### src/rtl/serial_adder_ctrl_if.sv
// rtl/serial_adder_ctrl_if.sv - operand/result handshake bundle for serial_adder_ctrl; ovf present with SERIAL_ADDER_OVF_EN
interface serial_adder_ctrl_if #(
    parameter int WIDTH = 8
);
    logic             start;
    logic [WIDTH-1:0] a_in;
    logic [WIDTH-1:0] b_in;
    logic             cin;
    logic             busy;
    logic             done;
    logic [WIDTH-1:0] sum;
    logic             cout;
`ifdef SERIAL_ADDER_OVF_EN
    logic             ovf;

    modport master (output start, a_in, b_in, cin, input busy, done, sum, cout, ovf);
    modport slave  (input start, a_in, b_in, cin, output busy, done, sum, cout, ovf);
`else
    modport master (output start, a_in, b_in, cin, input busy, done, sum, cout);
    modport slave  (input start, a_in, b_in, cin, output busy, done, sum, cout);
`endif
endinterface

### src/rtl/serial_adder_ctrl.sv
// rtl/serial_adder_ctrl.sv - bit-serial WIDTH-bit adder, LSB first; SERIAL_ADDER_OVF_EN adds signed overflow output
module serial_adder_ctrl #(
    parameter int WIDTH = 8
) (
    input logic                clk,
    input logic                rst,
    serial_adder_ctrl_if.slave bus
);
    localparam int CNT_W = $clog2(WIDTH);

    typedef enum logic [1:0] {
        S_IDLE = 2'd0,
        S_RUN  = 2'd1,
        S_DONE = 2'd2
    } state_t;

    state_t             state_q, state_d;
    logic [WIDTH-1:0]   a_sr_q, a_sr_d;
    logic [WIDTH-1:0]   b_sr_q, b_sr_d;
    logic [WIDTH-1:0]   sum_sr_q, sum_sr_d;
    logic [WIDTH-1:0]   sum_q, sum_d;
    logic [CNT_W-1:0]   cnt_q, cnt_d;
    logic               carry_q, carry_d;
    logic               cout_q, cout_d;
    logic               busy_q, busy_d;
    logic               done_q, done_d;
`ifdef SERIAL_ADDER_OVF_EN
    logic               ovf_q, ovf_d;
`endif

    logic bit_s;
    logic bit_c;
    logic last_bit;

    // one full-adder slice on the current LSB pair and the held carry
    assign bit_s    = a_sr_q[0] ^ b_sr_q[0] ^ carry_q;
    assign bit_c    = (a_sr_q[0] & b_sr_q[0]) | (carry_q & (a_sr_q[0] ^ b_sr_q[0]));
    assign last_bit = (cnt_q == CNT_W'(WIDTH - 1));

    // next-state: load on start, one bit per RUN cycle, single DONE cycle
    always_comb begin
        state_d  = state_q;
        a_sr_d   = a_sr_q;
        b_sr_d   = b_sr_q;
        sum_sr_d = sum_sr_q;
        sum_d    = sum_q;
        cnt_d    = cnt_q;
        carry_d  = carry_q;
        cout_d   = cout_q;
`ifdef SERIAL_ADDER_OVF_EN
        ovf_d    = ovf_q;
`endif
        case (state_q)
            S_IDLE: begin
                if (bus.start) begin
                    a_sr_d   = bus.a_in;
                    b_sr_d   = bus.b_in;
                    carry_d  = bus.cin;
                    cnt_d    = '0;
                    sum_sr_d = '0;
                    state_d  = S_RUN;
                end
            end
            S_RUN: begin
                sum_sr_d = {bit_s, sum_sr_q[WIDTH-1:1]};
                a_sr_d   = {1'b0, a_sr_q[WIDTH-1:1]};
                b_sr_d   = {1'b0, b_sr_q[WIDTH-1:1]};
                carry_d  = bit_c;
                if (last_bit) begin
                    // counter parks at WIDTH-1; results publish only here
                    sum_d   = sum_sr_d;
                    cout_d  = bit_c;
`ifdef SERIAL_ADDER_OVF_EN
                    ovf_d   = carry_q ^ bit_c;
`endif
                    state_d = S_DONE;
                end else begin
                    cnt_d = cnt_q + CNT_W'(1);
                end
            end
            S_DONE: begin
                state_d = S_IDLE;
            end
            default: begin
                state_d = S_IDLE;
            end
        endcase
        busy_d = (state_d != S_IDLE);
        done_d = (state_d == S_DONE);
    end

    // state and datapath registers with synchronous reset
    always_ff @(posedge clk) begin
        if (rst) begin
            state_q  <= S_IDLE;
            a_sr_q   <= '0;
            b_sr_q   <= '0;
            sum_sr_q <= '0;
            sum_q    <= '0;
            cnt_q    <= '0;
            carry_q  <= 1'b0;
            cout_q   <= 1'b0;
            busy_q   <= 1'b0;
            done_q   <= 1'b0;
`ifdef SERIAL_ADDER_OVF_EN
            ovf_q    <= 1'b0;
`endif
        end else begin
            state_q  <= state_d;
            a_sr_q   <= a_sr_d;
            b_sr_q   <= b_sr_d;
            sum_sr_q <= sum_sr_d;
            sum_q    <= sum_d;
            cnt_q    <= cnt_d;
            carry_q  <= carry_d;
            cout_q   <= cout_d;
            busy_q   <= busy_d;
            done_q   <= done_d;
`ifdef SERIAL_ADDER_OVF_EN
            ovf_q    <= ovf_d;
`endif
        end
    end

    assign bus.busy = busy_q;
    assign bus.done = done_q;
    assign bus.sum  = sum_q;
    assign bus.cout = cout_q;
`ifdef SERIAL_ADDER_OVF_EN
    assign bus.ovf  = ovf_q;
`endif

endmodule

### src/flat_wrapper.sv
// flat-port wrapper written by rule: the top's interface ports become plain ports
module serial_adder_ctrl_flat 
#(
    parameter int WIDTH = 8
)
  (clk, rst, bus_start, bus_a_in, bus_b_in, bus_cin, bus_busy, bus_done, bus_sum, bus_cout);
  serial_adder_ctrl_if #(.WIDTH(WIDTH)) bus_i ();
  input logic clk;
  input logic rst;
  input wire logic [$bits(bus_i.start)-1:0] bus_start;
  input wire logic [$bits(bus_i.a_in)-1:0] bus_a_in;
  input wire logic [$bits(bus_i.b_in)-1:0] bus_b_in;
  input wire logic [$bits(bus_i.cin)-1:0] bus_cin;
  output wire logic [$bits(bus_i.busy)-1:0] bus_busy;
  output wire logic [$bits(bus_i.done)-1:0] bus_done;
  output wire logic [$bits(bus_i.sum)-1:0] bus_sum;
  output wire logic [$bits(bus_i.cout)-1:0] bus_cout;
  assign bus_i.start = bus_start;
  assign bus_i.a_in = bus_a_in;
  assign bus_i.b_in = bus_b_in;
  assign bus_i.cin = bus_cin;
  assign bus_busy = bus_i.busy;
  assign bus_done = bus_i.done;
  assign bus_sum = bus_i.sum;
  assign bus_cout = bus_i.cout;
  serial_adder_ctrl #(.WIDTH(WIDTH)) u_core (.clk(clk), .rst(rst), .bus(bus_i));
endmodule
### config.mk
export PLATFORM = sky130hd
export DESIGN_NAME = serial_adder_ctrl_flat
export DESIGN_NICKNAME = d
export VERILOG_FILES = /design/src/rtl/serial_adder_ctrl_if.sv /design/src/rtl/serial_adder_ctrl.sv /design/src/flat_wrapper.sv
export SDC_FILE = /design/constraint.sdc
export NUM_CORES = 1
export LEC_CHECK = 0
export ABC_AREA = 1
export BUFFER_PORTS_ARGS = -buffer_cell sky130_fd_sc_hd__clkbuf_2
export CELL_PAD_IN_SITES_DETAIL_PLACEMENT = 1
export CELL_PAD_IN_SITES_GLOBAL_PLACEMENT = 1
export CORE_MARGIN = 5
export CORE_UTILIZATION = 30
export CTS_BUF_LIST = sky130_fd_sc_hd__clkbuf_16
export CTS_CLUSTER_SIZE = 28
export DETAILED_ROUTE_END_ITERATION = 7
export GPL_TIMING_DRIVEN = 0
export PLACE_DENSITY_LB_ADDON = 0.1
export SLEW_MARGIN = 30
export SYNTH_ARGS = -nofsm -noshare
export SYNTH_HDL_FRONTEND = slang
export SYNTH_SLANG_ARGS = --single-unit
export TNS_END_PERCENT = 20
### constraint.sdc
create_clock -name clk -period 1.4 [get_ports clk]
set_input_delay 0.14 -clock clk [delete_from_list [all_inputs] [get_ports clk]]
set_output_delay 0.14 -clock clk [all_outputs]
set_load 0.05 [all_outputs]
# After elaboration in Yosys (flattened, before gate mapping)
# Index checks and enable logic that the tools add are counted.
# op_classes
addsub,1
eq_ne,5
n_mux,14
n_bitwise,5
reduce_logical,6
# op_table
cell,n
one-hot mux 8 bit (2 select lines),3
two-way mux 8 bit,3
two-way mux 3 bit,2
one-hot mux 3 bit (2 select lines),1
two-way mux 2 bit,2
!= test 2 bit (second input constant),2
one-hot mux 2 bit (2 select lines),1
AND reduction 2 bit,2
nonzero test 2 bit,2
adder 3 x 1 -> 3 bit (second input constant),1
== test 3 bit (second input constant),1
AND reduction 3 bit,1
AND 1 bit,2
== test 2 x 1 -> 1 bit (second input constant),1
== test 2 bit (second input constant),1
zero test 2 bit,1
one-hot mux 1 bit (2 select lines),1
bitwise XOR 1 bit,2
two-way mux 1 bit,1
OR 1 bit,1
# word_totals
ff_bits,41
in_bits,20
out_inout_bits,11
word_cells,41

# Longest topological paths before layout
# logic_depth
depth_word,4
depth_mapped,8
depth_no_buf,8

# Worst setup path after synthesis
# OpenSTA, ideal clock, no wires.
# synth_timing
kind,reg-to-reg
start,register u_core.carry_q
end,register u_core.sum_sr_q[7]
setup_time_ns,0.071
arrival_ns,1.200
t_required_ns,1.329
setup_slack_ns,0.130
path_stages_with_launch,5
n_path_buf,0
synth_period_minus_slack_ns,1.270
path_cell_list,dfxtp_1 > inv_1 > fa_1 > or2_2 > a21oi_1
# synth_between
elab_chain_len,2
# synth_rtl
item,line,text
from (decl),serial_adder_ctrl.sv:23,"logic carry_q, carry_d;"
from (signal assigned),serial_adder_ctrl.sv:115,carry_q <= carry_d;
bitwise XOR 1 bit,serial_adder_ctrl.sv:36,assign bit_s = a_sr_q[0] ^ b_sr_q[0] ^ carry_q;
one-hot mux 8 bit (2 select lines),serial_adder_ctrl.sv:53,case (state_q)
to (signal assigned),serial_adder_ctrl.sv:112,sum_sr_q <= sum_sr_d;
to (decl),serial_adder_ctrl.sv:20,"logic [WIDTH-1:0] sum_sr_q, sum_sr_d;"
# No other way between the ends.
# A chain may end at the register's enable or synchronous reset.

# Worst setup path in the final report
# Same ends and word-level chain as after synthesis.

==> flow_metrics.py <==
metrics = {
    "clock_tree": {
        "path_clk_slew_ps": 60,
        "clk_path_buf_depth": 2,
        "cts_tree": "yes",
        "clk_latency_ps": 280,
        "numCtsBuffers": 5,
        "cts.sinks": 40,
        "hold_buffers": 0,
        "htreeDepth": 2,
        "post_cts_buffers": 0,
        "cts-root-buf": "clkbuf_16",
        "post_cts_resized": 0,
    },
    "placement": {
        "numPortBuffers": 30,
        "hpwlAfterDp_um": 3110,
        "place_inst": 334,
        "globalplace.congestion": 0.694,
    },
    "grt": {
        "grt_pass1_wl_um": 7330,
        "antenna_found_initial": 0,
        "gr-total-overflow": 0,
        "grt_max_degree": 12,
        "grt_pass1_vias": 1580,
        "grt_usage_pct": 12.5,
    },
    "synth": {
        "synth_area_um2": 1680,
        "yosysWarnings": 0,
        "avgSynthCellArea_um2": 7.26,
        "synth_edf_count": 0,
        "async_reset_ff_share_pct": 0,
        "synthCells": 232,
        "ys_seq_elements": 40,
        "synth_cell_type_count": 23,
        "synth_ff_type": "dfxtp_1",
        "seq_area_frac_synth_pct": 47.5,
        "synthesis.nets": 256,
    },
    "sta": {
        "clock_skew_ps": 4.03,
        "holdWs_ps": 94.0,
        "finalSetupViolations": 0,
        "rsz0062_at_grt": "yes",
        "hold_viol_final": 0,
        "finalMaxSlewViolations": 0,
        "max_freq_mhz": 736,
        "slew_headroom_pct": 66.0,
        "fin_crit_ps": 1360,
        "period_share_pct": 97.1,
        "tightest_slew_ps": 511,
    },
    "job": {
        "max_cap_violations": 0,
    },
    "power_and_ir_drop": {
        "ir_drop_mv": 0.570,
        "swShare_pct": 24.3,
        "p_int_uw": 1930,
        "combPwrFrac_pct": 10.8,
        "p_switching_uw": 620,
        "powerDensity_nw_per_um2": 1240,
        "p_leak_uw": 0.000964,
        "pwr-share-clk_pct": 41.8,
        "seqPwrFrac_pct": 47.4,
    },
    "routing": {
        "drt-pass1-iter-count": 4,
        "routed_via_density": 4.50,
        "drt_wl_total_um": 4160,
        "drc": 0,
        "vias": 1536,
        "wire_per_inst_um": 12.2,
        "drt_iter0_drc": 42,
        "ant_nets": 0,
    },
    "final_layout": {
        "nNetsFinal": 293,
        "area_growth_pct": 22.7,
        "drive_above_1_share_pct": 19.3,
        "antennaDiodeCount": 0,
        "instances_no_fill": 341,
    },
    "floorplanning": {
        "placementRows": 27,
        "io_pins": 31,
        "core_um2": 5470,
        "die_w_um": 84.9,
        "die_h_um": 84.9,
        "floorplan.initialDensity_pct": 30.8,
        "die-area_um2": 7210,
    },
    "setup_path": {
        "cp_slowest_cell": "fa_1",
        "startpoint_type": "flip-flop",
        "crit_end": "u_core.sum_sr_q[7]$_SDFFE_PP0P_",
        "rrSetupSlack_ps": 40,
        "worst-path-stages": 4,
        "crit_path_start": "u_core.carry_q$_SDFFE_PP0P_",
        "timing.rr.end": "u_core.sum_sr_q[7]$_SDFFE_PP0P_",
        "cp.arrival_ps": 1570,
        "slowest_delay_ps": 510,
        "path_delay_family": "adder cells",
        "end_kind": "flip-flop",
        "crit_buf_inv": 1,
        "path_class": "flip-flop to flip-flop",
        "worstRegToRegCells": 4,
        "path_max_fanout": 2,
        "cp_data_required_time_ps": 1610,
        "reg2reg_from": "u_core.carry_q$_SDFFE_PP0P_",
        "cp_cell_sequence": "inv_1, fa_1, or2_2, a21oi_1",
    },
    "hold_path": {
        "hold_class": "input port to flip-flop",
    },
    "status": {
        "run_status": "complete, no violations",
    },
}
## worst min-delay path: stages
cell,delay (ps)
clkbuf_2,80
nor3_1,40
nor2_1,80
## layout by cell type, fill, tap and decap left out, drive strengths merged
cell | Yosys | routed
nand2 | 68 | 68
dfxtp | 40 | 40
clkbuf | 2 | 37
inv | 24 | 26
nor2 | 26 | 26
nand3 | 25 | 25
nor3 | 14 | 14
a21oi | 12 | 12
buf | 7 | 7
o21ai | 6 | 6
ha | 3 | 3
clkinv | 2 | 2
or2 | 1 | 1
nand3b | 1 | 1
fa | 1 | 1
## through the flow
stage	TNS, ps	util [%]	power [uW]	area (um2)	setup slack, ps
global route	-32.9	37.8	2690	2070	-23.7
floorplan	0	-	1420	1680	130
CTS	0	37.6	2600	2060	21.9
global placement	0	35.2	1510	1920	47.0
finish	0	37.8	2550	2070	40.5
detailed placement	0	35.2	1520	1920	46.0
## power by group through the flow
stage,clock (uW),combinational (uW),sequential (uW)
after global routing,1150,319,1220
after CTS,1100,283,1210
after floorplan,0,184,1240
final,1070,276,1210
after detailed placement,0,280,1240
after global placement,0,275,1230
## registers in the layout, indices dropped and copies added, names as in the netlist
name             flops
u_core.bus.busy      1
u_core.bus.done      1
u_core.carry_q       1
u_core.cnt_q         3
u_core.bus.sum       8
u_core.state_q       2
u_core.a_sr_q        8
u_core.b_sr_q        8
u_core.sum_sr_q      7
u_core.bus.cout      1
## metal layers
layer  vias to the layer above  wire length, um  global-route usage (%)
li1                        801                -                       -
met1                       709             1970                    15.5
met2                        22             1970                    21.6
met3                         4              175                    3.69
met4                         0               36                    2.59
met5                         -                0                       0
## logic make-up after synthesis
group | Yosys count | synth area share [%]
simple gates | 135 | 34.1
fa+ha+maj | 4 | 3.42
buf+inv | 35 | 9.36
compound gates | 18 | 5.57
flops | 40 | 47.5
## cells in the mapped netlist (2+ instances only)
cell type	instances	share of area [%]
nand2_1	67	15
inv_2	2	0.45
dfxtp_1	40	48
nand3_1	25	7.4
nor3_1	14	4.2
buf_2	2	0.59
inv_1	22	4.9
buf_4	4	1.8
ha_1	3	2.2
o21ai_0	5	1.5
a21oi_1	12	3.6
clkbuf_1	2	0.45
nor2_1	24	5.3
## worst min-delay path by stage
stage	start	endpoint	slack [ps]	cells past startpoint
4_1_cts	bus_b_in[4]	u_core.b_sr_q[4]$_SDFFE_PP0P_	100	3
2_1_floorplan	rst	u_core.cnt_q[1]$_SDFFE_PP0P_	210	1
3_5_place_dp	bus_b_in[4]	u_core.b_sr_q[4]$_SDFFE_PP0P_	380	3
3_3_place_gp	bus_b_in[3]	u_core.b_sr_q[3]$_SDFFE_PP0P_	370	3
6_report	bus_b_in[4]	u_core.b_sr_q[4]$_SDFFE_PP0P_	90	3
5_1_grt	bus_a_in[7]	u_core.a_sr_q[7]$_SDFFE_PP0P_	110	3
## final cells by class
| type | count | area, um2 |
|---|---|---|
| multi-input combinational | 157 | 733 |
| fill | 709 | 3410 |
| sequential | 40 | 801 |
| timing repair buffer | 30 | 150 |
| inverter | 26 | 100 |
| tap | 72 | 90.1 |
| buffer | 9 | 58.8 |
| clock inverter | 2 | 8.76 |
| clock buffer | 5 | 125 |
Note: power is estimated with default switching activity, not from simulation.
